===== src/rtl/pw_conv_scheduler.sv =====
// Pointwise-conv group scheduler: splits each input word into GROUPS slices for the PW engine.
// Optional stall counter is enabled by defining PW_SCHED_STALL_CNT_EN.
module pw_conv_scheduler #(
    parameter int DATA_WIDTH   = 8,
    parameter int IN_CHANNEL   = 9,
    parameter int GROUPS       = 2,
    parameter int FRAME_PIXELS = 1024
) (
    input  logic                                    clk,
    input  logic                                    rst,
    input  logic                                    start,
    input  logic                                    abort,
    input  logic                                    s_valid,
    output logic                                    s_ready,
    input  logic [DATA_WIDTH*IN_CHANNEL*GROUPS-1:0] s_data,
    output logic                                    m_valid,
    input  logic                                    m_ready,
    output logic [DATA_WIDTH*IN_CHANNEL-1:0]        m_data,
    output logic [$clog2(GROUPS)-1:0]               m_grp,
    output logic                                    m_first,
    output logic                                    m_last,
    output logic                                    busy,
    output logic                                    frame_done,
    output logic [15:0]                             stall_cnt
);

    localparam int W     = DATA_WIDTH * IN_CHANNEL;
    localparam int GRP_W = $clog2(GROUPS);
    localparam int PIX_W = $clog2(FRAME_PIXELS) + 1;

    typedef enum logic [1:0] {
        IDLE = 2'd0,
        RUN  = 2'd1,
        DONE = 2'd2
    } state_t;

    state_t                  state_r;
    state_t                  next_state_s;
    logic [W*GROUPS-1:0]     hold_r;
    logic                    hold_v_r;
    logic [GRP_W-1:0]        grp_r;
    logic [PIX_W-1:0]        pix_cnt_r;

    logic                    last_grp_s;
    logic                    xfer_s;
    logic                    frame_end_s;
    logic                    accept_s;

    assign last_grp_s  = (grp_r == GRP_W'(GROUPS - 1));
    assign xfer_s      = (state_r == RUN) && hold_v_r && m_ready;
    assign frame_end_s = xfer_s && last_grp_s && (pix_cnt_r == PIX_W'(FRAME_PIXELS - 1));
    assign accept_s    = s_valid && s_ready;

    // State register
    always_ff @(posedge clk) begin
        if (rst) begin
            state_r <= IDLE;
        end else begin
            state_r <= next_state_s;
        end
    end

    // Next-state logic; abort overrides every other transition
    always_comb begin
        next_state_s = state_r;
        if (abort) begin
            next_state_s = IDLE;
        end else begin
            case (state_r)
                IDLE:    next_state_s = start ? RUN : IDLE;
                RUN:     next_state_s = frame_end_s ? DONE : RUN;
                DONE:    next_state_s = IDLE;
                default: next_state_s = IDLE;
            endcase
        end
    end

    // Output decode; s_ready refills the holding register in the same cycle its last group leaves
    always_comb begin
        s_ready    = 1'b0;
        m_valid    = 1'b0;
        m_data     = {W{1'b0}};
        m_grp      = grp_r;
        m_first    = 1'b0;
        m_last     = 1'b0;
        busy       = 1'b0;
        frame_done = 1'b0;
        case (state_r)
            IDLE: begin
                busy = 1'b0;
            end
            RUN: begin
                busy    = 1'b1;
                s_ready = (!hold_v_r || (m_ready && last_grp_s)) && !frame_end_s;
                m_valid = hold_v_r;
                if (hold_v_r) begin
                    m_data  = hold_r[grp_r*W +: W];
                    m_first = (grp_r == {GRP_W{1'b0}});
                    m_last  = last_grp_s;
                end else begin
                    m_data  = {W{1'b0}};
                end
            end
            DONE: begin
                busy       = 1'b1;
                frame_done = 1'b1;
            end
            default: begin
                busy = 1'b0;
            end
        endcase
    end

    // Holding register, group index and pixel counter
    always_ff @(posedge clk) begin
        if (rst) begin
            hold_r    <= {(W*GROUPS){1'b0}};
            hold_v_r  <= 1'b0;
            grp_r     <= {GRP_W{1'b0}};
            pix_cnt_r <= {PIX_W{1'b0}};
        end else if (abort) begin
            hold_v_r  <= 1'b0;
            grp_r     <= {GRP_W{1'b0}};
            pix_cnt_r <= {PIX_W{1'b0}};
        end else if (state_r == IDLE) begin
            if (start) begin
                hold_v_r  <= 1'b0;
                grp_r     <= {GRP_W{1'b0}};
                pix_cnt_r <= {PIX_W{1'b0}};
            end
        end else if (state_r == RUN) begin
            if (accept_s) begin
                hold_r   <= s_data;
                hold_v_r <= 1'b1;
                grp_r    <= {GRP_W{1'b0}};
            end else if (xfer_s) begin
                if (last_grp_s) begin
                    hold_v_r <= 1'b0;
                    grp_r    <= {GRP_W{1'b0}};
                end else begin
                    grp_r    <= grp_r + GRP_W'(1);
                end
            end
            if (xfer_s && last_grp_s) begin
                pix_cnt_r <= pix_cnt_r + PIX_W'(1);
            end
        end
    end

`ifdef PW_SCHED_STALL_CNT_EN
    logic [15:0] stall_cnt_r;

    // Saturating count of cycles the PW engine holds off a valid group
    always_ff @(posedge clk) begin
        if (rst) begin
            stall_cnt_r <= 16'h0000;
        end else if ((state_r == IDLE) && start && !abort) begin
            stall_cnt_r <= 16'h0000;
        end else if ((state_r == RUN) && hold_v_r && !m_ready && (stall_cnt_r != 16'hFFFF)) begin
            stall_cnt_r <= stall_cnt_r + 16'h0001;
        end
    end

    assign stall_cnt = stall_cnt_r;
`else
    assign stall_cnt = 16'h0000;
`endif

endmodule


===== config.mk =====
export PLATFORM = sky130hd
export DESIGN_NAME = pw_conv_scheduler
export DESIGN_NICKNAME = d
export VERILOG_FILES = /design/src/rtl/pw_conv_scheduler.sv
export SDC_FILE = /design/constraint.sdc
export NUM_CORES = 1
export LEC_CHECK = 0
export ABC_AREA = 1
export BUFFER_PORTS_ARGS = -buffer_cell sky130_fd_sc_hd__buf_2
export CORE_ASPECT_RATIO = 1.25
export CORE_MARGIN = 1.5
export CORE_UTILIZATION = 45
export CTS_CLUSTER_DIAMETER = 100
export DETAILED_ROUTE_END_ITERATION = 12
export PLACE_DENSITY = 0.72
export SYNTH_ARGS = -nofsm -noshare
export SYNTH_HDL_FRONTEND = slang
export SYNTH_SLANG_ARGS = --single-unit

===== constraint.sdc =====
create_clock -name clk -period 3.6 [get_ports clk]
set_input_delay 0.72 -clock clk [delete_from_list [all_inputs] [get_ports clk]]
set_output_delay 0.72 -clock clk [all_outputs]
set_load 0.005 [all_outputs]

==> results.toml <==
[drt]
routedWlPerCell_um = 13.8
dr.pass1.iters = 4
vias_per_cell = 5.05
vias = 6234
drc = 0
drtIter0Drc = 500
ant_nets = 0
wl_mm = 17.0

[hold_path]
hold_path.class = "register to register"

[worst_setup_path]
start_kind = "register"
crit_type = "register to output port"
critPathMaxFanout = 73
crit_path_end_kind = "output port"
arrival_ps = 2080
cp.required_ps = 2880

[clock_tree]
htreeDepth = 4
clk_pin_slew_ps = 60
root_buffer = "clkbuf_16"
post_cts_buffers = 0
insertion_delay_ps = 420
cts_buffer_depth = 2
tritoncts = "done"
cts_resized = 0
numCtsBuffers = 17
cts.sinks = 159
postCtsHoldBufs = 0

[logic_synthesis]
syn_area_mm2 = 0.00654
synth_cell_types = 24
synth_warnings = 0
synth_top_area_cell = "dfxtp_1"
synth.avg_cell_area_um2 = 7.73
synthTopCellsByArea = "dfxtp_1 (49%), nor2_1 (18%), o21ai_0 (10%)"
ys_ff_latch = 159
yosys.area.top_type_share_pct = 48.7
synthCells = 846
synth_seq_area_share_pct = 48.7

[power]
finalPower_w = 0.00366
p_leak_nw = 3.65
ir_worst_vdd_mv = 0.291
powerDensity_mw_per_mm2 = 444

[flow_run]
cap_viol_max_count = 0

[timing]
finClkSkew_ps = 6.14
slew_headroom_pct = 46.6
finalCritPeriodShare_pct = 77.8
fin_crit_ps = 2800
slew_violations = 0
grt_setup_unrepaired = "false"
tightest_slew_ps = 802
finalSetupTns_ps = 0
max_freq_mhz = 357
final-hold-violation-count = 0
setup_violations = 0

[run_status]
status = "finished clean"

[global_route]
antenna_found_initial = 1
grt_usage_pct = 21.5
grt_max_degree = 89
overflow = 0
grt_first_pass_wirelength_mm = 26.4
grt_pass1_vias = 5530

[final_layout]
final_cells = 1234
final_util_pct = 57.6
drive_gt1_share_pct = 26.4
design_area_mm2 = 0.00822
area_growth_syn_to_layout_pct = 25.8
nets = 1197

[place]
portBuffers = 228
place_area_mm2 = 0.00766
hpwl_mm = 11.1
post-place-cells = 1202
place.gp.congestion = 0.907

[floorplan]
start_util_pct = 45.8
fp.dieH_um = 138
die_w_um = 111
die_area_mm2 = 0.0153
coreArea_mm2 = 0.0143
row_count = 49
io-pin-count = 245
layer usage:
metal	vias up	GRT usage, %	wire length (um)
met3	29	6.16	1150
met2	222	36.8	8420
met4	0	8.97	414
met1	2820	25.4	7020
li1	3163	-	-
met5	-	0	0
registers in the layout (all words and copies together) (netlist names):
name,flops
hold_r,144
pix_cnt_r,11
state_r,2
hold_v_r,1
m_grp,1
synth_stat cells, drive strengths merged:
cell,instances
or2,1
buf,40
clkbuf,35
a31oi,1
o21ai,151
ha,4
nand4,1
nand3,6
nor2,306
nand2,27
a21oi,13
inv,25
conb,1
a22o,72
dfxtp,159
nor3,4
cell type report:
class                      count  area, um2
clock buffer                  21        470
sequential                   159       3180
timing repair buffer         238       1250
fill                        1401       6060
clock inverter                10       87.6
inverter                      25       97.6
multi-input combinational    602       2910
antenna                        1       2.50
tap                          178        223
kinds of logic (layout without fill, tap and decap cells):
family,count (synthesis),in the layout,synth area share [%]
buffers and inverters,100,294,7.85
adders and majority gates,4,4,0.765
and+or+nand+nor,345,345,20.4
other,1,17,0.0574
AOI/OAI and AO/OA,237,237,22.3
DFF,159,159,48.7
critical path, stage by stage (launching register included):
cell     delay [ps]
dfxtp_1         310
inv_1            70
ha_1            210
nand2_1         140
inv_2           110
nand2_1          70
inv_2            70
buf_12          310
a22o_1          220
buf_2           120
through the flow:
step	hold WS [ps]	setup slack [ps]
floorplan	423	1390
global placement	439	1120
detailed placement	458	1070
CTS	468	771
global route	497	650
finish	467	798
worst paths after layout:
kind | to | slack, ps | cells past startpoint | startpoint
setup / recovery | m_data[12] | 800 | 9 | state_r[1]$_SDFF_PP0_
hold / removal | pix_cnt_r[10]$_SDFFE_PP0P_ | 470 | 1 | pix_cnt_r[10]$_SDFFE_PP0P_
setup reg to reg | hold_r[82]$_SDFFE_PP0P_ | 1170 | 14 | state_r[1]$_SDFF_PP0_
hold reg to reg | pix_cnt_r[10]$_SDFFE_PP0P_ | 470 | 1 | pix_cnt_r[10]$_SDFFE_PP0P_
power by group:
| group | internal (W) | switching [W] |
|---|---|---|
| combinational | 0.0000884 | 0.0000916 |
| clock | 0.000998 | 0.000701 |
| sequential | 0.00177 | 0.00000591 |
| total | 0.00286 | 0.000799 |
cells in the final DEF (no fill, tap or decap), types with 3 or more instances in the layout:
cell type  count
a21oi_1       13
a22o_1        72
buf_12         3
buf_2        228
buf_4          7
clkbuf_16     17
clkbuf_8       3
clkinv_2       6
conb_1        16
dfxtp_1      159
ha_1           4
inv_1         20
inv_2          3
nand2_1       25
nand3_1        6
nor2_1       304
nor3_1         4
o21ai_0      137
o21ai_1       14
Power figures use the tool's default switching activity.
